### src/rtl/f1_pkg.sv
// Shared types and constants for the F1 reaction-timer controller.
// Holds the controller state encoding, the "no result" sentinel and the default timeout.
// Also provides a small min helper used for best-time tracking.
package f1_pkg;

    // Controller states. IDLE must stay the reset/encoding-zero state.
    typedef enum logic [2:0] {
        ST_IDLE   = 3'd0,
        ST_ARM    = 3'd1,
        ST_SEQ    = 3'd2,
        ST_HOLD   = 3'd3,
        ST_TIMING = 3'd4,
        ST_DONE   = 3'd5,
        ST_FOUL   = 3'd6
    } state_t;

    // Reaction value reported on timeout, and the "no best yet" value of best_ms.
    localparam logic [15:0] MS_SENTINEL = 16'hFFFF;

    // Default reaction-window limit in ms ticks (legal range 1..65534).
    localparam int unsigned DEFAULT_TIMEOUT_MS = 2000;

    // Lamp patterns that gate the sequence.
    localparam logic [7:0] LIGHTS_ALL_ON  = 8'hFF;
    localparam logic [7:0] LIGHTS_ALL_OFF = 8'h00;

    // Strict minimum: on a tie the first operand (current best) is kept.
    function automatic logic [15:0] min16(input logic [15:0] cur, input logic [15:0] cand);
        return (cand < cur) ? cand : cur;
    endfunction

endpackage

### src/rtl/ms_counter.sv
// Millisecond counter for the reaction window: synchronous clear, +1 per tick while run.
// Latency: count_inc/hit are combinational from the current count and tick.
// No backpressure; tick is a free-running strobe and is never stalled.
//
// Ports:
//   clk, rst_n   - system clock, async active-low reset
//   clear        - force the count to 0 on the next edge (wins over run)
//   run          - enable counting on tick
//   tick         - one-cycle 1 ms strobe
//   count_inc    - count plus a coincident tick (the value a press this cycle reports)
//   hit          - this tick brings the count to the timeout limit
module ms_counter
    import f1_pkg::*;
#(
    parameter int unsigned TIMEOUT_MS = DEFAULT_TIMEOUT_MS
) (
    input  logic        clk,
    input  logic        rst_n,
    input  logic        clear,
    input  logic        run,
    input  logic        tick,
    output logic [15:0] count_inc,
    output logic        hit
);

    localparam logic [15:0] LIMIT = 16'(TIMEOUT_MS);

    logic [15:0] count;

    // The limit never exceeds 65534, so count_inc cannot wrap while running.
    assign count_inc = count + {15'd0, tick};

    // Only a tick can move the count onto the limit, so compare the post-tick value.
    assign hit = run && tick && (count_inc == LIMIT);

    always_ff @(posedge clk or negedge rst_n) begin
        if (!rst_n) begin
            count <= 16'd0;
        end else if (clear) begin
            count <= 16'd0;
        end else if (run && tick) begin
            count <= count_inc;
        end
    end

endmodule

### src/rtl/f1_reaction_ctrl.sv
// F1 reaction-time controller: arms the light sequence, times the driver's press, tracks best.
// Latency: result strobes one cycle after the deciding press/tick; best_ms one cycle after valid.
// No backpressure: start is ignored while busy, result strobes are single-cycle and unacknowledged.
//
// Ports:
//   clk, rst_n           - system clock, async active-low reset
//   start, react, tick   - arm request, driver button (level), 1 ms strobe
//   lights               - lamp vector from the light-sequence FSM
//   trigger              - one-cycle start pulse to the light-sequence FSM
//   reaction_ms, best_ms - last measured time, minimum valid time since reset
//   valid, false_start, timeout - one-cycle result strobes
//   busy                 - high whenever not IDLE
module f1_reaction_ctrl
    import f1_pkg::*;
#(
    parameter int unsigned TIMEOUT_MS = DEFAULT_TIMEOUT_MS
) (
    input  logic        clk,
    input  logic        rst_n,
    input  logic        start,
    input  logic        react,
    input  logic        tick,
    input  logic [7:0]  lights,
    output logic        trigger,
    output logic [15:0] reaction_ms,
    output logic        valid,
    output logic        false_start,
    output logic        timeout,
    output logic [15:0] best_ms,
    output logic        busy
);

    state_t      state;
    state_t      state_nxt;

    logic        react_q;
    logic        react_rise;

    logic        cnt_clear;
    logic        cnt_run;
    logic [15:0] cnt_inc;
    logic        cnt_hit;

    logic        load_react;
    logic        load_timeout;
    logic        to_flag;

    // A held button must not count as a new press; only the rising edge does.
    assign react_rise = react && !react_q;

    ms_counter #(
        .TIMEOUT_MS (TIMEOUT_MS)
    ) u_ms_counter (
        .clk       (clk),
        .rst_n     (rst_n),
        .clear     (cnt_clear),
        .run       (cnt_run),
        .tick      (tick),
        .count_inc (cnt_inc),
        .hit       (cnt_hit)
    );

    // State register.
    always_ff @(posedge clk or negedge rst_n) begin
        if (!rst_n) begin
            state <= ST_IDLE;
        end else begin
            state <= state_nxt;
        end
    end

    // Next state and Moore outputs.
    always_comb begin
        state_nxt    = state;
        trigger      = 1'b0;
        valid        = 1'b0;
        false_start  = 1'b0;
        timeout      = 1'b0;
        busy         = 1'b1;
        cnt_clear    = 1'b0;
        cnt_run      = 1'b0;
        load_react   = 1'b0;
        load_timeout = 1'b0;

        case (state)
            ST_IDLE: begin
                busy = 1'b0;
                if (start) begin
                    state_nxt = ST_ARM;
                end
            end

            ST_ARM: begin
                trigger   = 1'b1;
                state_nxt = ST_SEQ;
            end

            ST_SEQ: begin
                if (react_rise) begin
                    state_nxt = ST_FOUL;
                end else if (lights == LIGHTS_ALL_ON) begin
                    state_nxt = ST_HOLD;
                end
            end

            ST_HOLD: begin
                // A press in the same cycle the lamps go out is still early.
                if (react_rise) begin
                    state_nxt = ST_FOUL;
                end else if (lights == LIGHTS_ALL_OFF) begin
                    cnt_clear = 1'b1;
                    state_nxt = ST_TIMING;
                end
            end

            ST_TIMING: begin
                cnt_run = 1'b1;
                // A press beats a coincident timeout tick: the driver did react in time.
                if (react_rise) begin
                    load_react = 1'b1;
                    state_nxt  = ST_DONE;
                end else if (cnt_hit) begin
                    load_timeout = 1'b1;
                    state_nxt    = ST_DONE;
                end
            end

            ST_DONE: begin
                valid     = 1'b1;
                timeout   = to_flag;
                state_nxt = ST_IDLE;
            end

            ST_FOUL: begin
                false_start = 1'b1;
                state_nxt   = ST_IDLE;
            end

            default: begin
                busy      = 1'b0;
                state_nxt = ST_IDLE;
            end
        endcase
    end

    // Button history for edge detection.
    always_ff @(posedge clk or negedge rst_n) begin
        if (!rst_n) begin
            react_q <= 1'b0;
        end else begin
            react_q <= react;
        end
    end

    // Result registers: loaded on the edge that enters DONE, held otherwise.
    always_ff @(posedge clk or negedge rst_n) begin
        if (!rst_n) begin
            reaction_ms <= 16'd0;
            to_flag     <= 1'b0;
        end else if (load_react) begin
            reaction_ms <= cnt_inc;
            to_flag     <= 1'b0;
        end else if (load_timeout) begin
            reaction_ms <= MS_SENTINEL;
            to_flag     <= 1'b1;
        end
    end

    // Best time follows valid by one cycle; timeouts never qualify.
    always_ff @(posedge clk or negedge rst_n) begin
        if (!rst_n) begin
            best_ms <= MS_SENTINEL;
        end else if (state == ST_DONE && !to_flag) begin
            best_ms <= min16(best_ms, reaction_ms);
        end
    end

endmodule
### config.mk
export PLATFORM = sky130hd
export DESIGN_NAME = f1_reaction_ctrl
export DESIGN_NICKNAME = d
export VERILOG_FILES = /design/src/rtl/f1_pkg.sv /design/src/rtl/ms_counter.sv /design/src/rtl/f1_reaction_ctrl.sv
export SDC_FILE = /design/constraint.sdc
export NUM_CORES = 1
export LEC_CHECK = 0
export ABC_CLOCK_PERIOD_IN_PS = 2400
export BUFFER_PORTS_ARGS = -buffer_cell sky130_fd_sc_hd__buf_4
export CORE_ASPECT_RATIO = 1.4
export CORE_MARGIN = 1.5
export CORE_UTILIZATION = 52
export DETAILED_ROUTE_END_ITERATION = 16
export MAX_ROUTING_LAYER = met4
export PLACE_DENSITY = 0.77
export SYNTH_ARGS = -nofsm -noshare
export SYNTH_HDL_FRONTEND = slang
export SYNTH_HIERARCHICAL = 1
export SYNTH_SLANG_ARGS = --single-unit
export TNS_END_PERCENT = 50
### constraint.sdc
create_clock -name clk -period 2.4 [get_ports clk]
set_input_delay 0.12 -clock clk [delete_from_list [all_inputs] [get_ports clk]]
set_output_delay 0.12 -clock clk [all_outputs]
set_load 0.005 [all_outputs]
* Word-level counts from Yosys, hierarchy flattened
Cells that the tools add are included.
Cells by class: shift operators 0, equal/unequal tests 12, bitwise logic cells 0, $add $sub $neg 1, $mul 0, div/mod/pow operators 0, magnitude comparators 1, reduce and logical (&&, ||, !) cells 13, mux-type cells 28
Operator list (number):
- two-way mux 16 bit | 4
- two-way mux 3 bit | 7
- adder 16 x 1 -> 16 bit | 1
- equality test 16 x 11 -> 1 bit, second input constant | 1
- less-than comparator 16 bit | 1
- two-way mux 1 bit | 16
- case mux 3 bit (5 select lines) | 1
- equality test 3 bit, second input constant | 3
- inequality test 3 bit, second input constant | 3
- equality test 8 bit, second input constant | 1
- zero test 8 bit | 1
- equality test 3 x 2 -> 1 bit, second input constant | 2
- OR reduction 6 bit | 1
- logical AND 1 bit | 4
- AND reduction 4 bit | 1
- nonzero test 2 bit | 2
- equality test 3 x 1 -> 1 bit, second input constant | 1
- zero test 3 bit | 1
- zero test 1 bit | 2
- inequality test 2 bit, second input constant | 1
- AND reduction 2 bit | 1
Word-level totals: latch bits 0, flip-flop bits (word level) 53, memories kept 0, bits in read-only memories 0, bits in writable memories 0, output and inout port bits 37

* Longest topological paths before layout
depth after elaboration 9, depth in mapped cells 14

* Hierarchy
The synthesis kept the hierarchy.
Modules (own cells, without submodules):
- f1_reaction_ctrl | cells an instance 167, instances 1, area each 1976.9 sq um
- ms_counter | cells an instance 147, instances 1, area each 1257.5 sq um

* Least setup slack after synthesis
OpenSTA, ideal clock, no wires.
kind reg-to-reg, from reg u_ms_counter.count[0], to reg reaction_ms[3], setup slack -0.143 ns, data arrival time 2.478 ns, cell stages (with the launch flop) 12, required time 2.335 ns, library setup time 0.065 ns, buffers on the path 1, cells stage by stage dfrtp_1 ha_1 ha_1 nand2_1 nor4_1 xor2_1 a311o_1 nor3_2 nor2_1 nor2_1 buf_2 o22a_1
On the way: longest elaborated chain between the ends 7
Ends and longest elaborated chain:
- start, declared | RTL line ms_counter.sv:28 | logic [15:0] count;
- start signal, assigned | RTL line ms_counter.sv:42 | count <= count_inc;
- adder 16 x 1 -> 16 bit | RTL line ms_counter.sv:31 | assign count_inc = count + {15'd0, tick};
- net cnt_inc[14] | RTL line f1_reaction_ctrl.sv:41 | logic [15:0] cnt_inc;
- equality test 16 x 11 -> 1 bit | RTL line ms_counter.sv:34 | assign hit = run && tick && (count_inc == LIMIT);
- logical AND 1 bit | RTL line ms_counter.sv:34
- net cnt_hit | RTL line f1_reaction_ctrl.sv:42 | logic cnt_hit;
- two-way mux 1 bit | RTL line f1_reaction_ctrl.sv:122 | end else if (cnt_hit) begin
- two-way mux 1 bit | RTL line f1_reaction_ctrl.sv:119 | if (react_rise) begin
- two-way mux 1 bit | RTL line f1_reaction_ctrl.sv:85 | case (state)
- nonzero test 2 bit (no source line)
- end signal, assigned | RTL line f1_reaction_ctrl.sv:161 | reaction_ms <= cnt_inc;
- end, declared | RTL line f1_reaction_ctrl.sv:25 | output logic [15:0] reaction_ms,
The timed path passes the listed nets, and every way through them passes these cells. A chain may end at the register's enable or synchronous reset.

* Worst setup path in the final report
Same ends and word-level chain as after synthesis.

==> run metrics <==
Slowest-stage cell, CP dfrtp_1; clock skew 0.00798 ns; clk slew on worst S/H paths 0.10 ns; post-synthesis area per instance 10.3 um2; slew at the pin closest to its max-slew limit 0.659 ns; status complete, but fails checks; grt total ovfl 0; flops & latches, synth 53; CTS tree done; max cap viols 0; placed inst area 3790 um2; Final min period 2.43 ns; sequential share of the synthesized area 41.6%; fillcell total 442; H-tree Lvls 2; post-route insts no fill 459; routed vias/inst 5.60; All-Layer GR Usage 21.1%; Ys Warns 6; worst path buffer plus inverter count 1; drc violations 0; most frequent CP cell ha_4; clk_lat worst skew 0.31 ns; FMAX 412 MHz; crit-path cells ha_4 > ha_4 > nand2_4 > nor4_4 > xor2_1 > a311o_1 > nor3_2 > nor2_2 > nor2_4 > clkbuf_16 > o22a_1; Die Wd 69.7 um; pwr dens 906 nW/um2; Vias 2,570; CP top delay family simple AND/OR/NAND/NOR gates; Tcrit/Tclk final 101%; total detailed-routing wirelength 7080 um; DP HPWL 5030 um; CP Launch Type flip-flop; worst-path fanout max 8; ANT cells 0; initial DRC count 141; port buffer count 49; WL/cell 15.4 um; internal power 2.42 mW; total negative slack -0.168 ns; Final #Nets 419; proportion of layout cells with a drive suffix above 1 38.6%; worst path required time 2.65 ns; Sequential Power Share 41.3%; Synth Flop Type dfrtp_1; ranking of synthesized cells by area dfrtp_1 (29%), dfstp_2 (13%), ha_1 (7.0%), mux2_4 (4.6%), o22a_1 (4.3%); first-pass GRT wire length 11,000 um; placed insts 438; row count 33; CP endpoint kind flip-flop; Crit Path Category reg2reg; cells after synthesis 314; Net Count, Synth 345; logic gate share of total power 43.3%; Synth cell types 52; Hold Vio Cnt, Final 0; RSZ-0062 raised after global routing yes; clock root cell clkbuf_8; Die Span Y 96.3 um; # IOs 50; Pre-Repair DR Iteration Count 4; Core Region 5950 um2; Area growth, synth to finish 26.5%; slew margin rel. 56.1%; failing checks setup timing; Clock power frac 15.3%; initial antenna violation count 0; Pleak 1.88 nW; largest net degree at the start of global routing 54; cell taking the most area after synthesis dfrtp_1; area of the mapped netlist 3230 um2; asr flop ratio synth 100%; Initial Util 54.4%; number of global-route vias before repair 2,370; peak supply drop 0.000353 V; CP arrival 2.68 ns; Net Switching 1.29 mW; Routed Antenna Nets 0; total CTS buffers 5; Switching Share 34.8%; number of synthesized flops with an enable pin 0; Setup-failing EPs final 8; Synth top area share 28.6%; max incr delay on CP 0.40 ns; fin worst setup slack -0.0283 ns; CTS Buffer Depth 2; Clock Sinks 53; design area 4090 um2; Hold WC Path Type in2reg; Max Slew Vio Count 0; placer congestion estimate 0.947; die area 6710 um2
## cell usage in the layout, fill, tap and decap left out, types with 9 or more instances in the layout
cell      n
dfstp_2  16
ha_1     15
nand2_1  27
xnor2_1  10
nor3_1    9
dfrtp_1  34
buf_4    80
inv_1    19
xor2_1   15
o22a_1   16
a21oi_1  12
nor2_1   26
mux2_4   10
## final timing paths
kind | start | endpoint | slack [ns] | cells past startpoint
worst max-delay path | u_ms_counter/count[0] | reaction_ms[3] | -0.03 | 11
max in group asynchronous | rst_n | u_ms_counter/count[12] | 1.55 | 2
worst min register to register | reaction_ms[4] | reaction_ms[4] | 0.57 | 1
worst max register to register | u_ms_counter/count[0] | reaction_ms[3] | -0.03 | 11
worst min-delay path | lights[1] | state[0] | 0.31 | 4
min in group asynchronous | rst_n | reaction_ms[0] | 0.39 | 2
## synthesized netlist by cell type (4+ instances only)
library cell,instances
a21oi_1,13
and2_1,4
buf_2,7
clkbuf_1,6
dfrtp_1,37
dfstp_2,16
ha_1,18
inv_1,19
mux2_2,6
mux2_4,10
nand2_1,28
nand3_1,8
nand4_1,5
nor2_1,28
nor3_1,9
o21ai_0,7
o22a_1,16
xnor2_1,10
xor2_1,15
## layout make-up
| type | count | area (um2) | area share (%) |
|---|---|---|---|
| clock buffers | 7 | 97.6 | 2.39 |
| repair buffers | 85 | 677 | 16.5 |
| inverters | 19 | 71.3 | 1.74 |
| multi-input cells | 224 | 1800 | 44.0 |
| flip-flops and latches | 53 | 1350 | 33.0 |
| well taps | 70 | 87.6 | 2.14 |
| clock inverters | 1 | 8.76 | 0.214 |
## cell families after synthesis
logic type      synth area share (%)
simple gates                    21.3
flops                           41.6
compound gates                  11.5
buf+inv                         5.18
xor+xnor                        6.77
fa+ha+maj                       6.96
mux                             6.73
## metal layers
layer | vias to the layer above | track usage, % | wire, um
met5 | - | - | 0
met4 | 0 | 7.69 | 108
met3 | 9 | 2.72 | 237
met2 | 67 | 37.7 | 3790
met1 | 1244 | 24.5 | 2950
li1 | 1250 | - | -
## flip-flops by register name (all words and copies together), names as in the netlist
signal and count:
react_q 1, reaction_ms 16, best_ms 16, state 3, u_ms_counter/count 16, to_flag 1
## what timing repair did
action,4_1_cts,5_1_grt
pin swaps,0,15
endpoints found under the hold margin,38,0
hold buffers,2,0
gates resized for setup,2,16
cloned,0,1
setup buffers,1,9
setup endpoints to repair,17,17
## stage by stage
| stage | power, mW | setup WS, ns | hold slack (ns) | util (%) |
|---|---|---|---|---|
| 3_5_place_dp | 3.09 | 0.0149 | 0.198 | 63.7 |
| 6_report | 3.71 | -0.0283 | 0.314 | 68.8 |
| 4_1_cts | 3.68 | 0.00419 | 0.301 | 66.1 |
| 5_1_grt | 3.98 | -0.156 | 0.325 | 68.8 |
| 3_3_place_gp | 3.02 | 0.0654 | 0.183 | 63.7 |
| 2_1_floorplan | 2.38 | 0.0101 | -0.176 | - |
## worst reg2reg max path, delay by kind of cell (launching register included)
kind            cells  cell delay (ns)
compound gates      2             0.48
xor+xnor            1             0.14
fa+ha+maj           2             0.33
buf+inv             1             0.18
flops               1             0.40
simple gates        5             0.86
## power by group through the flow
stage	logic, mW	registers, mW	clock network, mW
floorplan	0.900	1.48	0
global placement	1.50	1.52	0
finish	1.61	1.53	0.569
global route	1.79	1.58	0.616
detailed placement	1.55	1.54	0
CTS	1.57	1.52	0.583
(Power assumes the default switching activity.)
